$ cat src/rtl/pinball_pkg.sv
// Shared pinball definitions: life controller state encoding and default game constants.
package pinball_pkg;

  localparam int unsigned DefaultInitialLife   = 3;
  localparam int unsigned DefaultMaxLife       = 9;
  localparam int unsigned DefaultRespawnFrames = 60;

  typedef enum logic [1:0] {
    StIdle,
    StWait,
    StPlay,
    StOver
  } life_state_e;

endpackage

$ cat src/rtl/respawn_timer.sv
// Frame-counting delay between ball loss and re-serve.
// done_o is high while one frame remains, so the caller fires on the tick that expires it.
module respawn_timer #(
  parameter int unsigned Frames = 60
) (
  input  logic clk,
  input  logic resetN,
  input  logic load_i,
  input  logic tick_i,
  output logic done_o
);

  localparam int unsigned Width = $clog2(Frames + 1);

  logic [Width-1:0] count_q, count_d;

  always_comb begin
    count_d = count_q;
    if (load_i) begin
      count_d = Width'(Frames);
    end else if (tick_i && (count_q != '0)) begin
      count_d = count_q - Width'(1);
    end
  end

  always_ff @(posedge clk or negedge resetN) begin
    if (!resetN) begin
      count_q <= '0;
    end else begin
      count_q <= count_d;
    end
  end

  assign done_o = (count_q == Width'(1));

endmodule

$ cat src/rtl/life_controller.sv
// Pinball life bookkeeping: serves the ball after a frame delay, counts lost balls and bonuses,
// and ends the game when the last life is lost.
module life_controller
  import pinball_pkg::*;
#(
  parameter int unsigned INITIAL_LIFE   = DefaultInitialLife,
  parameter int unsigned MAX_LIFE       = DefaultMaxLife,
  parameter int unsigned RESPAWN_FRAMES = DefaultRespawnFrames
) (
  input  logic       clk,
  input  logic       resetN,
  input  logic       start,
  input  logic       ballLost,
  input  logic       extraLife,
  input  logic       startOfFrame,
  output logic [3:0] life,
  output logic       ballActive,
  output logic       respawn
);

  localparam logic [3:0] LifeInit = 4'(INITIAL_LIFE);
  localparam logic [3:0] LifeMax  = 4'(MAX_LIFE);

  life_state_e state_q, state_d;
  logic [3:0]  life_q, life_d;
  logic        ball_active_q, ball_active_d;
  logic        respawn_q, respawn_d;
  logic        ball_lost_q;
  logic        lost_edge;
  logic [3:0]  life_inc;
  logic        timer_load, timer_tick, timer_done;

  assign lost_edge = ballLost & ~ball_lost_q;
  assign life_inc  = (life_q < LifeMax) ? life_q + 4'd1 : LifeMax;

  respawn_timer #(
    .Frames (RESPAWN_FRAMES)
  ) u_respawn_timer (
    .clk    (clk),
    .resetN (resetN),
    .load_i (timer_load),
    .tick_i (timer_tick),
    .done_o (timer_done)
  );

  always_comb begin
    state_d    = state_q;
    life_d     = life_q;
    respawn_d  = 1'b0;
    timer_load = 1'b0;
    timer_tick = 1'b0;
    unique case (state_q)
      StIdle: begin
        life_d = LifeInit;
        if (start) begin
          state_d    = StWait;
          timer_load = 1'b1;
        end
      end
      StWait: begin
        timer_tick = startOfFrame;
        if (extraLife) begin
          life_d = life_inc;
        end
        if (startOfFrame && timer_done) begin
          state_d   = StPlay;
          respawn_d = 1'b1;
        end
      end
      StPlay: begin
        if (lost_edge) begin
          // A bonus in the same cycle cancels the loss, so the game never ends here.
          if (extraLife) begin
            state_d    = StWait;
            timer_load = 1'b1;
          end else if (life_q >= 4'd2) begin
            life_d     = life_q - 4'd1;
            state_d    = StWait;
            timer_load = 1'b1;
          end else begin
            life_d  = 4'd0;
            state_d = StOver;
          end
        end else if (extraLife) begin
          life_d = life_inc;
        end
      end
      StOver: begin
        life_d = 4'd0;
      end
      default: begin
        state_d = StIdle;
      end
    endcase
    ball_active_d = (state_d == StPlay);
  end

  always_ff @(posedge clk or negedge resetN) begin
    if (!resetN) begin
      state_q       <= StIdle;
      life_q        <= LifeInit;
      ball_active_q <= 1'b0;
      respawn_q     <= 1'b0;
      ball_lost_q   <= 1'b0;
    end else begin
      state_q       <= state_d;
      life_q        <= life_d;
      ball_active_q <= ball_active_d;
      respawn_q     <= respawn_d;
      ball_lost_q   <= ballLost;
    end
  end

  assign life       = life_q;
  assign ballActive = ball_active_q;
  assign respawn    = respawn_q;

endmodule

$ cat config.mk
export PLATFORM = sky130hd
export DESIGN_NAME = life_controller
export DESIGN_NICKNAME = d
export VERILOG_FILES = /design/src/rtl/pinball_pkg.sv /design/src/rtl/respawn_timer.sv /design/src/rtl/life_controller.sv
export SDC_FILE = /design/constraint.sdc
export NUM_CORES = 1
export LEC_CHECK = 0
export CAP_MARGIN = 5
export CORE_MARGIN = 1.5
export CORE_UTILIZATION = 45
export CTS_CLUSTER_SIZE = 16
export DETAILED_ROUTE_END_ITERATION = 7
export GPL_TIMING_DRIVEN = 0
export PLACE_DENSITY = 0.71
export REMOVE_ABC_BUFFERS = 1
export SYNTH_ARGS = -nofsm -noshare
export SYNTH_HDL_FRONTEND = slang
export SYNTH_SLANG_ARGS = --single-unit
export TNS_END_PERCENT = 10
$ cat constraint.sdc
create_clock -name clk -period 5.6 [get_ports clk]
set_input_delay 0.84 -clock clk [delete_from_list [all_inputs] [get_ports clk]]
set_output_delay 0.84 -clock clk [all_outputs]
set_load 0.005 [all_outputs]
==> results.cfg <==
[sta]
fmax_mhz = 437
fin_setup_tns_ps = 0
clock_skew_ps = 1.47
fin_crit_ps = 2290
max_slew.worst_pin.slew_ps = 661
setup_viol = 0
hold_viol_final = 0
fin_crit_sh_pct = 40.8
finalMaxSlewViolations = 0
rsz0062_at_grt = no
relSlewSlack_pct = 55.8

[drt]
vias = 804
final_antenna_net_count = 0
drt-pass1-iter-count = 4
viasPerCell = 5.66
drc = 0
detail_route.iter0.violations = 13
wl_per_cell_microns = 13.4
finalWirelength_microns = 1910

[clock_network]
clock_path_buffers = 2
clkSinkCount = 15
post_cts_buffers = 0
clock_latency_ps = 290
numCtsBuffers = 3
hold_buffers = 0
cts_resized = 0
tritoncts = yes
htreeDepth = 1
clk_pin_slew_worst_paths_ps = 90
cts_root_buf = clkbuf_4

[synth]
netlist.area_leader.share_pct = 32.9
synth.most_common_cell = dfrtp_1
synth_edf_count = 0
synth_ff_type = dfrtp_1
synth_commonest_cells = dfrtp_1, nand2_1, inv_1, nor2_1, o21ai_0
yosys_warnings = 0
synth_area_sq_um = 988
syn_inst = 103
synth-seq-cells = 15
synth.distinct_cells = 42
synthArstFlopShare_pct = 100
netlist_top_cells_area = dfrtp_1, ha_1, dfstp_2
yosys.area.top_type = dfrtp_1
synth.avg_cell_area_sq_um = 9.60
ys_seq_area_share_pct = 38.2

[finish]
drive_gt1_share_pct = 10.4
final_area_sq_um = 1130
area_growth_pct = 14.6
final_nets = 128
multiInputGateArea_sq_um = 558
n_antenna_cell = 0
seqCellArea_sq_um = 378
fillers = 177

[power]
combPwrFrac_pct = 32.6
ir_worst_vdd_mv = 0.182
leakagePower_uw = 0.000479
switching_power_uw = 111
switching_share_pct = 34.2
clkPwrFrac_pct = 20.0
internal_power_uw = 214
seq_power_share_pct = 47.4
cellPowerDensity_nw_per_um2 = 287

[worst_setup_path]
reg2reg_slack_ps = 3490
crit_required_ps = 4760
start_kind = flip-flop
r2r-start = life[0]
reg2regPathDepth = 6
crit_buf_inv = 1
path_class = reg2out
arrival_ps = 1450
critPathTopFamily = flip-flops
crit_chain = clkdlybuf4s50_1
endpoint_kind = primary output
critPathMaxStageDelay_ps = 630
cp_max_fo = 9
slowest_stage = dfstp_2
r2r-end = life[2]

[global_route]
grt_overflow = 0
grt_max_degree = 16
grt_pass1_vias = 742
grt.total_usage_pct = 17.2
grt_pass1_wl_microns = 3220
antenna_found_initial = 0

[min_path]
min_from = u_respawn_timer.count_q[5]
min_to = u_respawn_timer.count_q[5]
hold_path_depth = 2
hp-class = reg2reg

[floorplan]
ios = 12
die_x_microns = 49.9
num_rows = 16
die_y_microns = 49.9
die_area_sq_um = 2490
core_sq_um = 2020
start_util_pct = 48.9

[job]
cap_violations = 0

[status]
status = complete, no violations

[place]
numPortBuffers = 11
place.gp.congestion = 0.835
place_area_sq_um = 1110
hpwl_microns = 1400
[area by class of cell]
cell class	instances	share of cell area, %
clock buffers	4	2.32
multi-input cells	78	49.3
inverters	7	2.32
flip-flops and latches	15	33.4
well taps	27	2.98
repair buffers	11	9.72
[cell usage in the layout, fill, tap and decap left out, drive strengths merged, types with 3 or more instances in the layout]
master,netlist,routed
a21oi,6,6
or4,3,3
o21ai,7,7
dfrtp,13,13
inv,7,7
nand2,10,10
nand2b,3,3
clkbuf,1,4
ha,6,6
nand3,4,4
clkdlybuf4s50,0,11
nor2,7,7
[metrics by stage]
stage | hold WS, ps | util (%) | total power [uW] | instances | setup slack (ps)
5_1_grt | 608 | 56.0 | 345 | 142 | 3280
3_5_place_dp | 562 | 54.7 | 261 | 138 | 3100
2_1_floorplan | 542 | - | 212 | 100 | 3680
6_report | 587 | 56.0 | 325 | 142 | 3310
4_1_cts | 590 | 56.0 | 325 | 142 | 3310
3_3_place_gp | 566 | 54.7 | 257 | 138 | 3140
[power by group through the flow]
stage                     Combinational, uW  Sequential (uW)  Clock, uW
final                                   106              154       64.9
after global routing                    117              157       71.4
after CTS                               107              153       65.7
after detailed placement                106              155          0
after global placement                  102              155          0
after floorplan                        63.4              149          0
[routing by layer]
| metal | global-route usage [%] | up-vias | share of wire, % |
|---|---|---|---|
| met4 | 6.94 | 0 | 1.0 |
| met1 | 23.4 | 374 | 49 |
| li1 | - | 406 | - |
| met5 | 0 | - | 0 |
| met3 | 3.64 | 4 | 3.8 |
| met2 | 26.4 | 20 | 46 |
[worst max-delay path by stage]
stage / cells after the start / endpoint / from / slack [ps]
after floorplan: 6 / life[2] / life[0] / 3680
after global placement: 5 / life[1] / ballLost / 3140
after detailed placement: 5 / life[1] / ballLost / 3100
after CTS: 1 / life[1] / life[1] / 3310
after global routing: 1 / life[1] / life[1] / 3280
final: 1 / life[1] / life[1] / 3310
[cell families (layout without fill, tap and decap cells)]
logic type / after synthesis / count (layout) / share of synthesized area, %
flops: 15 / 15 / 38.2
compound gates: 32 / 32 / 24.6
fa+ha+maj: 6 / 6 / 7.59
buf+inv: 10 / 22 / 5.32
simple gates: 38 / 38 / 22.5
xor+xnor: 2 / 2 / 1.77
[registers in the layout, summed over array words and instances, names as in the netlist]
register and count:
state_q 2, ball_lost_q 1, life 4, u_respawn_timer.count_q 6, ballActive 1, respawn 1
No activity file was read; power rests on OpenSTA's default activity.
